--- src/rtl/combo_lock_ctrl.sv ---
// Three-stage two-digit combination lock sequencer with failed-attempt lockout.
// Optional macro COMBO_LOCK_PROGRAM_EN adds a reprogrammable code register.
module combo_lock_ctrl #(
    parameter logic [7:0] CODE0          = 8'h28,
    parameter logic [7:0] CODE1          = 8'h19,
    parameter logic [7:0] CODE2          = 8'h96,
    parameter int         MAX_FAILS      = 3,
    parameter int         LOCKOUT_CYCLES = 1000
) (
    input  logic        clock_i,
    input  logic        reset_ni,
    input  logic        enter_i,
    input  logic [3:0]  digit_a_i,
    input  logic [3:0]  digit_b_i,
    input  logic        prog_i,
    output logic [1:0]  stage_o,
    output logic [1:0]  result_o,
    output logic        unlocked_o,
    output logic        alarm_o,
    output logic [2:0]  fail_count_o,
    output logic [23:0] lockout_remaining_o,
    output logic [23:0] code_log_o
);
    // state      | meaning
    // S_E0..S_E2 | awaiting pair k
    // S_VERIFY   | one-cycle compare of all three match bits
    // S_UNLOCKED | open, waiting for acknowledge enter
    // S_FAIL     | wrong combination, waiting for acknowledge enter
    // S_LOCKOUT  | too many failures, timed alarm
    typedef enum logic [2:0] {
        S_E0, S_E1, S_E2, S_VERIFY, S_UNLOCKED, S_FAIL, S_LOCKOUT
    } state_t;

    localparam logic [2:0]  MAX_F     = 3'(MAX_FAILS);
    localparam logic [23:0] LOCK_INIT = 24'(LOCKOUT_CYCLES);

    state_t      state_q, state_d;
    logic [2:0]  fail_q, fail_d, fail_inc;
    logic [23:0] lock_q, lock_d;
    logic [23:0] log_q, log_d;
    logic [2:0]  match_q, match_d;
    logic [1:0]  stage_q, stage_d, result_q, result_d;
    logic        unlocked_q, unlocked_d, alarm_q, alarm_d;
    logic [7:0]  pair;
    logic        pair_ok;
    logic [2:0][7:0] code_c;

    assign pair     = {digit_a_i, digit_b_i};
    assign pair_ok  = (digit_a_i <= 4'd9) && (digit_b_i <= 4'd9) && (pair != 8'h00);
    assign fail_inc = (fail_q >= MAX_F) ? MAX_F : fail_q + 3'd1;

`ifdef COMBO_LOCK_PROGRAM_EN
    logic [2:0][7:0] code_q, code_d;
    logic [1:0]      ptr_q, ptr_d;
    assign code_c = code_q;
`else
    logic unused_prog;
    assign unused_prog = prog_i;
    assign code_c = {CODE2, CODE1, CODE0};
`endif

    always_comb begin
        state_d = state_q;
        fail_d  = fail_q;
        lock_d  = lock_q;
        log_d   = log_q;
        match_d = match_q;
`ifdef COMBO_LOCK_PROGRAM_EN
        code_d  = code_q;
        ptr_d   = ptr_q;
`endif
        case (state_q)
            S_E0, S_E1, S_E2: begin
                if (enter_i) begin
                    if (pair_ok) begin
                        case (state_q)
                            S_E0: begin
                                log_d[23:16] = pair;
                                match_d[0]   = (pair == code_c[0]);
                                state_d      = S_E1;
                            end
                            S_E1: begin
                                log_d[15:8]  = pair;
                                match_d[1]   = (pair == code_c[1]);
                                state_d      = S_E2;
                            end
                            default: begin
                                log_d[7:0]   = pair;
                                match_d[2]   = (pair == code_c[2]);
                                state_d      = S_VERIFY;
                            end
                        endcase
                    end else begin
                        state_d = S_E0;
                        log_d   = '0;
                        match_d = '0;
                    end
                end
            end
            S_VERIFY: begin
                if (&match_q) begin
                    state_d = S_UNLOCKED;
                    fail_d  = '0;
                end else begin
                    fail_d = fail_inc;
                    if (fail_inc == MAX_F) begin
                        state_d = S_LOCKOUT;
                        lock_d  = LOCK_INIT;
                    end else begin
                        state_d = S_FAIL;
                    end
                end
            end
            S_UNLOCKED: begin
`ifdef COMBO_LOCK_PROGRAM_EN
                if (enter_i && prog_i) begin
                    if (pair_ok) begin
                        code_d[ptr_q] = pair;
                        ptr_d = (ptr_q == 2'd2) ? 2'd0 : ptr_q + 2'd1;
                    end
                end else if (enter_i) begin
                    state_d = S_E0;
                    log_d   = '0;
                    match_d = '0;
                    ptr_d   = '0;
                end
`else
                if (enter_i) begin
                    state_d = S_E0;
                    log_d   = '0;
                    match_d = '0;
                end
`endif
            end
            S_FAIL: begin
                if (enter_i) begin
                    state_d = S_E0;
                    log_d   = '0;
                    match_d = '0;
                end
            end
            S_LOCKOUT: begin
                // enter is deliberately not looked at here
                if (lock_q == 24'd1) begin
                    state_d = S_E0;
                    lock_d  = '0;
                    fail_d  = '0;
                    log_d   = '0;
                    match_d = '0;
                end else begin
                    lock_d = lock_q - 24'd1;
                end
            end
            default: state_d = S_E0;
        endcase
    end

    always_comb begin
        stage_d    = 2'd3;
        result_d   = 2'b00;
        unlocked_d = 1'b0;
        alarm_d    = 1'b0;
        case (state_d)
            S_E0:       stage_d = 2'd0;
            S_E1:       stage_d = 2'd1;
            S_E2:       stage_d = 2'd2;
            S_UNLOCKED: begin result_d = 2'b01; unlocked_d = 1'b1; end
            S_FAIL:     result_d = 2'b10;
            S_LOCKOUT:  begin result_d = 2'b11; alarm_d = 1'b1; end
            default:    ;
        endcase
    end

    always_ff @(posedge clock_i or negedge reset_ni) begin
        if (!reset_ni) begin
            state_q    <= S_E0;
            fail_q     <= '0;
            lock_q     <= '0;
            log_q      <= '0;
            match_q    <= '0;
            stage_q    <= '0;
            result_q   <= '0;
            unlocked_q <= 1'b0;
            alarm_q    <= 1'b0;
`ifdef COMBO_LOCK_PROGRAM_EN
            code_q     <= {CODE2, CODE1, CODE0};
            ptr_q      <= '0;
`endif
        end else begin
            state_q    <= state_d;
            fail_q     <= fail_d;
            lock_q     <= lock_d;
            log_q      <= log_d;
            match_q    <= match_d;
            stage_q    <= stage_d;
            result_q   <= result_d;
            unlocked_q <= unlocked_d;
            alarm_q    <= alarm_d;
`ifdef COMBO_LOCK_PROGRAM_EN
            code_q     <= code_d;
            ptr_q      <= ptr_d;
`endif
        end
    end

    assign stage_o             = stage_q;
    assign result_o            = result_q;
    assign unlocked_o          = unlocked_q;
    assign alarm_o             = alarm_q;
    assign fail_count_o        = fail_q;
    assign lockout_remaining_o = lock_q;
    assign code_log_o          = log_q;

endmodule

--- config.mk ---
export PLATFORM = sky130hd
export DESIGN_NAME = combo_lock_ctrl
export DESIGN_NICKNAME = d
export VERILOG_FILES = /design/src/rtl/combo_lock_ctrl.sv
export SDC_FILE = /design/constraint.sdc
export NUM_CORES = 1
export LEC_CHECK = 0
export ABC_AREA = 1
export BUFFER_PORTS_ARGS = -buffer_cell sky130_fd_sc_hd__buf_4
export CORE_ASPECT_RATIO = 1.4
export CORE_MARGIN = 5
export CORE_UTILIZATION = 55
export DETAILED_ROUTE_END_ITERATION = 7
export GPL_ROUTABILITY_DRIVEN = 0
export PLACE_DENSITY_LB_ADDON = 0.08
export SLEW_MARGIN = 5
export SYNTH_ARGS = -nofsm -noshare
export SYNTH_HDL_FRONTEND = slang
export SYNTH_SLANG_ARGS = --single-unit
--- constraint.sdc ---
create_clock -name clock_i -period 2.42 [get_ports clock_i]
set_input_delay 0.605 -clock clock_i [delete_from_list [all_inputs] [get_ports clock_i]]
set_output_delay 0.605 -clock clock_i [all_outputs]
set_load 0.1 [all_outputs]
==> results of run 1 <==
[critical path, cell delays in order, from the launching register on]
cell                      delay [ns]
sky130_fd_sc_hd__dfrtp_1        0.43
sky130_fd_sc_hd__ha_1           0.21
sky130_fd_sc_hd__ha_1           0.17
sky130_fd_sc_hd__nor2_1         0.08
sky130_fd_sc_hd__nand2_1        0.07
sky130_fd_sc_hd__or2_2          0.30
sky130_fd_sc_hd__nand4_1        0.13
sky130_fd_sc_hd__nand2_2        0.26
sky130_fd_sc_hd__o21ai_0        0.29
sky130_fd_sc_hd__inv_1          0.07
[Yosys cell counts (all sizes together)]
master | n | area, um2
ha | 4 | 50.1
o21bai | 1 | 7.51
inv | 44 | 165
nor3 | 3 | 26.3
xnor2 | 2 | 17.5
o21ai | 51 | 353
xor2 | 5 | 43.8
nand2 | 119 | 475
o22ai | 1 | 6.26
a31oi | 1 | 6.26
or2 | 3 | 18.8
nand3b | 1 | 7.51
nor4 | 1 | 6.26
a21oi | 2 | 10.0
nand3 | 34 | 220
nand4 | 23 | 144
nor2 | 66 | 305
buf | 7 | 55.1
dfrtp | 63 | 1580
clkbuf | 1 | 3.75
[stage by stage]
stage | util | worst slack, ns
after detailed placement | 0.652 | 0.295
after global placement | 0.652 | 0.394
after floorplan | - | 0.131
final | 0.689 | 0.309
after global routing | 0.689 | 0.0664
after CTS | 0.689 | 0.284
[cells by family (layout without fill, tap and decap cells)]
logic type	Yosys count	count (layout)
buffers and inverters	52	129
flip-flops	63	63
XOR/XNOR	7	7
AO/OA/AOI/OAI	56	56
AND/OR/NAND/NOR	250	250
adder cells (fa/ha/maj)	4	4
[final cells by class]
cell class | count | area (um2) | share of cell area
multi-input combinational | 317 | 1700 | 0.397
sequential | 63 | 1580 | 0.368
timing repair buffer | 69 | 518 | 0.121
inverter | 44 | 165 | 0.0386
clock buffer | 11 | 151 | 0.0354
tap | 72 | 90.1 | 0.0211
clock inverter | 5 | 80.1 | 0.0187
[worst paths after layout]
check	start	slack (ns)	endpoint	cells after the start
hold reg to reg	code_log_o[2]	0.49	code_log_o[2]	2
max in group asynchronous	reset_ni	1.56	code_log_o[6]	1
setup reg to reg	fail_count_o[0]	0.31	lockout_remaining_o[6]	9
min in group clock_i	code_log_o[2]	0.49	code_log_o[2]	2
hold / removal	reset_ni	0.34	lockout_remaining_o[10]	1
setup / recovery	fail_count_o[0]	0.31	lockout_remaining_o[6]	9
[layout by cell type, fill, tap and decap left out, types with 11 or more instances in the layout]
master,instances
sky130_fd_sc_hd__nor2_2,11
sky130_fd_sc_hd__o21ai_2,26
sky130_fd_sc_hd__o21ai_0,13
sky130_fd_sc_hd__o21ai_1,12
sky130_fd_sc_hd__buf_4,69
sky130_fd_sc_hd__nand3_1,30
sky130_fd_sc_hd__nor2_1,51
sky130_fd_sc_hd__inv_1,40
sky130_fd_sc_hd__nand2_1,113
sky130_fd_sc_hd__clkbuf_8,11
sky130_fd_sc_hd__dfrtp_1,63
sky130_fd_sc_hd__nand4_1,23
[registers in the layout, summed over array words and instances (netlist names)]
| name | count |
|---|---|
| alarm_o | 1 |
| code_log_o | 24 |
| fail_count_o | 3 |
| lockout_remaining_o | 24 |
| match_q | 3 |
| result_o | 2 |
| stage_o | 2 |
| state_q | 3 |
| unlocked_o | 1 |
[layer usage]
metal	vias to the layer above	GRT usage	part of all wire
met4	0	0.0909	0.021
met5	-	0	0
met3	16	0.0581	0.056
li1	1557	-	-
met2	93	0.404	0.54
met1	1519	0.231	0.38
==> flow_summary_export.csv, run 1 <==
group,metric,value,unit
outcome,outcome,"finished, final reports clean",
die,die_x,77.4,um
synthesis,post_synth_instance_area,3500,um2
synthesis,netlist_instances,432,
die,floorplan.core_area,6210,um2
drt,wire_per_inst,14.8,um
placed_design,postPlaceCellArea,4050,um2
setup_path,worst_setup_path_end_kind,"flip-flop",
clocking,clock_buffer_count_from_cts,9,
drt,drt_pre_antenna_iters,4,
synthesis,synth_area_per_inst,8.10,um2
finish,area_growth,22.3,%
finish,final_nets,520,
clocking,cts.repair_timing.setup_buffer_count,0,
sta,hold_viol,0,
synthesis,synth_cell_types,32,
synthesis,synth_top_family_by_area,"simple AND/OR/NAND/NOR gates",
grt,grt_max_degree,64,
finish,stdcell_area,4280,um2
setup_path,critical_path.max_fanout,19,
sta,final.period_utilization,0.872,
synthesis,nets_in_the_synthesized_netlist,448,
sta,fmax,0.474,GHz
min_path,hp-class,"in -> async",
synthesis,post_synth_and_or_nand_nor_area_fraction,0.344,
sta,final_period_minus_worst_setup_slack,2.11,ns
setup_path,path_class,"reg -> reg",
die,die-height,104,um
drt,dr_total_vias,3185,
clocking,clk_root_buffer_cell,"sky130_fd_sc_hd__clkbuf_8",
grt,grt_pass1_vias,3270,
sta,rsz_0062_raised_after_global_routing,"no",
finish,fill_cells,538,
finish,insertedDiodeCount,0,
sta,tightestPinTransition,0.790,ns
die,ios,69,
clocking,clock_insertion_delay_worst_skew,0.35,ns
clocking,post_cts_hold_buffer_count,0,
sta,setup_tns,0,ns
clocking,register_clock_pin_slew_on_the_reported_worst_setup_and_hold_paths,0.08,ns
finish,final_layout_size_suffix_gt1_frac,0.283,
finish,finalNonFillerCells,581,
drt,dr.first_iter.drc_count,233,
synthesis,yosys_warnings,0,
synthesis,yosys.area_share.adder,0.0143,
grt,grt_usage,0.220,
placed_design,io_buffers,67,
clocking,numClockSinks,63,
grt,grt_pass1_wl,14600,um
grt,initial_antenna_violation_count,0,
sta,slew-limit-headroom,0.473,
drt,drcViolationCount,0,
synthesis,postSynthRegisterBits,63,
synthesis,yosysSeqAreaShare,0.451,
drt,via_per_inst,5.48,
placed_design,numPlacedInstances,565,
clocking,cts_tree,"built",
run,maxCapViolations,0,
drt,ant_nets,0,
synthesis,synth_compound_gate_area_share,0.109,
die,initial_core_util,0.563,
setup_path,cp_data_required_time,2.65,ns
die,placement_rows,34,
die,die-area,8080,um2
sta,final_setup_violating_endpoints,0,
grt,globalRoute.totalOverflow,0,
placed_design,place.detailed.hpwl,6270,um
clocking,ctsHtreeMaxLevel,3,
clocking,cts.path.max_buffers,2,
drt,postRouteWirelength,8580,um
sta,slew_violations,0,
sta,skew,0.00930,ns
sta,hold_slack,0.345,ns
synthesis,synth-xor-area-share,0.0175,
clocking,cts.repair.resized,0,
setup_path,critPathLaunchType,"flip-flop",
synthesis,synth.area.mux_share,0,
setup_path,cp_data_arrival_time,2.34,ns
Power of run 1 is not shown: default switching activity piles up to over one toggle a cycle in this logic, so the estimate is an artifact.
==> run 2: changes to the inputs <==
Settings changed: BUFFER_PORTS_ARGS -buffer_cell sky130_fd_sc_hd__buf_4 to default, CORE_UTILIZATION 55 to 60, DONT_BUFFER_PORTS from default to 1.
==> flow_summary_export.csv, run 2 (synthesized netlist as in run 1, its figures left out) <==
group,metric,value,unit
placed_design,io_buffers,0,
die,die-area,7480,um2
drt,dr.first_iter.drc_count,158,
sta,slew_violations,0,
die,placement_rows,33,
die,die_x,74.5,um
finish,mostFrequentLayoutCells,"113 x sky130_fd_sc_hd__nand2_1, 63 x sky130_fd_sc_hd__dfrtp_1, 59 x sky130_fd_sc_hd__buf_4",
grt,grt_usage,0.255,
drt,drt_pre_antenna_iters,4,
setup_path,cp_data_arrival_time,2.27,ns
die,initial_core_util,0.605,
setup_path,critPathLaunchType,"flip-flop",
finish,layout_commonest_cell,"sky130_fd_sc_hd__nand2_1",
sta,final.period_utilization,0.845,
sta,slew-limit-headroom,0.706,
die,ios,69,
grt,globalRouteMet1Util,0.284,
finish,area_growth,19.4,%
setup_path,cp_num_buf_inv,0,
grt,grt_pass1_wl,14400,um
clocking,cts.path.max_buffers,2,
clocking,clock_insertion_delay_worst_skew,0.34,ns
setup_path,timing.critical_path.max_delay_family,"simple AND/OR/NAND/NOR gates",
finish,final_nets,511,
setup_path,path_class,"reg -> reg",
setup_path,slowest_delay,0.44,ns
sta,skew,0.00752,ns
grt,grt.met2_usage,0.434,
sta,hold_viol,0,
clocking,clk_root_buffer_cell,"sky130_fd_sc_hd__clkbuf_8",
setup_path,cp_slowest_cell,"sky130_fd_sc_hd__dfrtp_1",
grt,globalRoute.busiestLayer,"met2",
drt,dr_total_vias,3118,
outcome,outcome,"finished, final reports clean",
grt,grtUsageMet3,0.0571,
grt,grt_pass1_vias,3123,
min_path,hp-class,"in -> async",
sta,final_setup_violating_endpoints,0,
grt,grt_max_degree,64,
drt,drcViolationCount,0,
drt,via_per_inst,5.48,
setup_path,worst_setup_path_end_kind,"flip-flop",
clocking,cts_tree,"built",
finish,final_layout_size_suffix_gt1_frac,0.265,
sta,final_period_minus_worst_setup_slack,2.04,ns
clocking,clock_buffer_count_from_cts,9,
sta,setup_tns,0,ns
setup_path,cp_data_required_time,2.65,ns
drt,wire_per_inst,15.0,um
sta,fmax,0.489,GHz
sta,tightestPinTransition,0.440,ns
die,floorplan.core_area,5780,um2
clocking,numClockSinks,63,
placed_design,place.detailed.hpwl,6420,um
clocking,cts.repair_timing.setup_buffer_count,0,
sta,rsz_0062_raised_after_global_routing,"no",
grt,initial_antenna_violation_count,0,
drt,ant_nets,0,
setup_path,critical_path.max_fanout,19,
die,die-height,100,um
finish,insertedDiodeCount,0,
grt,globalRoute.totalOverflow,0,
clocking,register_clock_pin_slew_on_the_reported_worst_setup_and_hold_paths,0.07,ns
drt,postRouteWirelength,8530,um
setup_path,cp_cell_sequence,"nor2_1 -> nand2_1 -> nor2_4 -> nand3_4 -> nand2_8 -> nand3_4 -> nand2_1 -> o21ai_2",
run,maxCapViolations,0,
clocking,ctsHtreeMaxLevel,3,
run 2: cell count changes in the layout (fill, tap and decap cells not counted):
cell,before,now
sky130_fd_sc_hd__buf_4,69,59
sky130_fd_sc_hd__clkbuf_1,0,2
sky130_fd_sc_hd__clkbuf_8,11,9
sky130_fd_sc_hd__buf_16,0,1
sky130_fd_sc_hd__bufinv_16,2,1
sky130_fd_sc_hd__clkinv_2,1,2
sky130_fd_sc_hd__clkinvlp_4,2,1
run 2: timing repair:
action	CTS	global route
hold buffers	1	0
resized for setup	0	0
hold endpoints to repair	63	0
run 2: metal layers:
metal / share of wire / up-vias / wire (um)
met1: 0.36 / 1444 / 3100
met5: 0 / - / 0
met4: 0.036 / 0 / 306
met2: 0.53 / 108 / 4550
li1: - / 1541 / -
met3: 0.068 / 25 / 582
run 2: path summary, 6_finish.rpt:
kind	startpoint	endpoint	slack (ns)	cells past startpoint
max	lockout_remaining_o[10]	code_log_o[4]	0.38	8
min	reset_ni	lockout_remaining_o[21]	0.12	1
max reg2reg	lockout_remaining_o[10]	code_log_o[4]	0.38	8
min reg2reg	match_q[1]	match_q[1]	0.52	2
max in group asynchronous	reset_ni	lockout_remaining_o[13]	2.02	1
min in group clock_i	digit_a_i[0]	match_q[2]	0.43	2
run 2: through the flow:
step / setup slack [ns] / instance area, um2 / std cells / hold slack [ns] / util
5_1_grt: 0.191 / 4180 / 569 / 0.131 / 0.723
4_1_cts: 0.355 / 4180 / 569 / 0.129 / 0.723
3_3_place_gp: 0.421 / 3970 / 553 / 0.311 / 0.687
3_5_place_dp: 0.380 / 3970 / 553 / 0.311 / 0.687
2_1_floorplan: 0.131 / 3500 / 432 / 0.309 / -
6_report: 0.376 / 4180 / 569 / 0.119 / 0.723
run 2: area by class of cell:
cell class / count / area [um2]
multi-input cells: 317 / 1700
clock inverters: 4 / 47.5
repair buffers: 60 / 470
inverters: 44 / 165
well taps: 70 / 87.6
fillers: 468 / 1600
flip-flops and latches: 63 / 1580
clock buffers: 11 / 131
run 2: worst register-to-register path, stage by stage (launching register included):
cell and delay, ns:
sky130_fd_sc_hd__dfrtp_1 0.44, sky130_fd_sc_hd__nor2_1 0.24, sky130_fd_sc_hd__nand2_1 0.16, sky130_fd_sc_hd__nor2_4 0.15
sky130_fd_sc_hd__nand3_4 0.25, sky130_fd_sc_hd__nand2_8 0.20, sky130_fd_sc_hd__nand3_4 0.24, sky130_fd_sc_hd__nand2_1 0.18
sky130_fd_sc_hd__o21ai_2 0.07
Power of run 2 is left out for the same reason.
==> run 3: changes to the inputs <==
Settings changed: CORE_UTILIZATION 60 to 57.
Clock period 2.42 ns to 1.75 ns, I/O delays scaled along.
==> flow_summary_export.csv, run 3 (synthesized netlist as in run 1, its figures left out) <==
group,metric,value,unit
sta,finalWorstSetupSlack,-0.0473,ns
die,die_x,76.2,um
outcome,outcome,"finished with violations",
setup_path,worst_setup_path_end_kind,"flip-flop",
finish,insertedDiodeCount,0,
clocking,ctsHtreeMaxLevel,3,
finish,final_layout_size_suffix_gt1_frac,0.441,
clocking,cts_tree,"built",
sta,final_period_minus_worst_setup_slack,1.80,ns
grt,grt_pass1_vias,3491,
outcome,violations_in_the_final_reports,"negative hold slack, negative setup slack",
placed_design,numPlacedInstances,576,
finish,register_area,1660,um2
setup_path,path_class,"reg -> reg",
placed_design,io_buffers,0,
min_path,hp-class,"in -> async",
run,maxCapViolations,0,
setup_path,cp_data_arrival_time,2.04,ns
finish,fill_cells,369,
sta,skew,0.00581,ns
grt,grt_pass1_wl,15800,um
die,die-height,103,um
clocking,clock_buffer_count_from_cts,9,
drt,dr_total_vias,3414,
placed_design,place.detailed.hpwl,6700,um
clocking,numClockSinks,63,
drt,ant_nets,0,
grt,grt_usage,0.251,
die,floorplan.core_area,5900,um2
finish,area_growth,37.6,%
finish,mostFrequentLayoutCells,"102 x sky130_fd_sc_hd__nand2_1, 82 x sky130_fd_sc_hd__buf_4, 42 x sky130_fd_sc_hd__nor2_1",
drt,wire_per_inst,16.8,um
finish,finalNonFillerCells,601,
sta,final.period_utilization,1.03,
die,placement_rows,33,
clocking,register_clock_pin_slew_on_the_reported_worst_setup_and_hold_paths,0.08,ns
drt,postRouteWirelength,10100,um
grt,grt_max_degree,64,
sta,hold_slack,-0.224,ns
sta,slew_violations,0,
sta,hold_viol,63,
grt,globalRoute.totalOverflow,0,
drt,drcViolationCount,0,
sta,tightestPinTransition,0.384,ns
drt,dr.first_iter.drc_count,136,
sta,slew-limit-headroom,0.741,
setup_path,cp_data_required_time,1.99,ns
die,ios,69,
die,die-area,7830,um2
setup_path,critPathLaunchType,"flip-flop",
finish,final_nets,542,
clocking,cts.path.max_buffers,2,
sta,final_setup_violating_endpoints,11,
drt,via_per_inst,5.68,
clocking,clock_insertion_delay_worst_skew,0.35,ns
setup_path,critical_path.max_fanout,8,
drt,drt_pre_antenna_iters,5,
sta,rsz_0062_raised_after_global_routing,"yes",
grt,initial_antenna_violation_count,0,
finish,layout_commonest_cell,"sky130_fd_sc_hd__nand2_1",
sta,fmax,0.556,GHz
clocking,clk_root_buffer_cell,"sky130_fd_sc_hd__clkbuf_8",
die,initial_core_util,0.592,
finish,multi_input_gate_area,1930,um2
==> run 3: changes by cell type in the layout (fill, tap and decap cells not counted), moves of 4 or more <==
| cell | delta |
|---|---|
| sky130_fd_sc_hd__dfrtp_1 | -27 |
| sky130_fd_sc_hd__buf_4 | +23 |
| sky130_fd_sc_hd__dfrtp_4 | +19 |
| sky130_fd_sc_hd__nand2_1 | -11 |
| sky130_fd_sc_hd__o21ai_0 | -10 |
| sky130_fd_sc_hd__o21ai_2 | +10 |
| sky130_fd_sc_hd__nand2_2 | +9 |
| sky130_fd_sc_hd__nor2_1 | -9 |
| sky130_fd_sc_hd__dfrtp_2 | +8 |
| sky130_fd_sc_hd__nor2_4 | +5 |
| sky130_fd_sc_hd__buf_6 | +4 |
| sky130_fd_sc_hd__nand3_1 | -4 |
| sky130_fd_sc_hd__nor2_2 | +4 |
==> run 3: metal layers <==
layer | wire length [um] | track usage | vias up | share of wire
met3 | 643 | 0.0594 | 43 | 0.064
met2 | 5550 | 0.465 | 131 | 0.55
met1 | 3420 | 0.258 | 1634 | 0.34
met4 | 471 | 0.149 | 0 | 0.047
met5 | 0 | 0 | - | 0
li1 | - | - | 1606 | -
==> run 3: final cells by class <==
type,instances,area share
Clock buffer,11,0.0294
Tap cell,70,0.0182
Clock inverter,5,0.0169
Timing Repair Buffer,90,0.154
Multi-Input combinational cell,318,0.401
Sequential cell,63,0.345
Inverter,44,0.0364
==> run 3: path summary, 6_finish.rpt <==
check	from	end	slack (ns)	cells past startpoint
setup / recovery	fail_count_o[1]	lockout_remaining_o[6]	-0.05	10
hold / removal	reset_ni	lockout_remaining_o[5]	-0.22	0
setup reg to reg	fail_count_o[1]	lockout_remaining_o[6]	-0.05	10
hold reg to reg	code_log_o[11]	code_log_o[11]	0.50	2
max in group asynchronous	reset_ni	fail_count_o[2]	1.86	0
min in group clock_i	digit_a_i[0]	match_q[2]	0.25	2
==> run 3: what timing repair did <==
action,CTS,global route
resized for setup,27,35
hold endpoints to repair,63,63
buffers inserted,3,4
pin swaps,4,7
gates cloned,0,2
setup endpoints to repair,47,54
==> run 3: through the flow <==
stage | TNS [ns] | utilization | worst slack [ns] | area, um2
global placement | -1.26 | 0.725 | -0.0834 | 4280
finish | -0.302 | 0.815 | -0.0473 | 4810
detailed placement | -2.05 | 0.725 | -0.121 | 4280
CTS | -0.327 | 0.780 | -0.0559 | 4600
global route | -2.27 | 0.815 | -0.122 | 4810
floorplan | -2.36 | - | -0.126 | 3640
==> run 3: worst max-delay path, stage by stage, from the launching register on <==
cell and delay (ns):
sky130_fd_sc_hd__dfrtp_4 0.49, sky130_fd_sc_hd__ha_4 0.17, sky130_fd_sc_hd__ha_4 0.14, sky130_fd_sc_hd__nor2_2 0.07
sky130_fd_sc_hd__nand2_1 0.07, sky130_fd_sc_hd__or2_4 0.23, sky130_fd_sc_hd__nand4_1 0.11, sky130_fd_sc_hd__nand2_2 0.09
sky130_fd_sc_hd__buf_8 0.16, sky130_fd_sc_hd__o21ai_2 0.11, sky130_fd_sc_hd__inv_1 0.05
Power of run 3 is left out for the same reason.
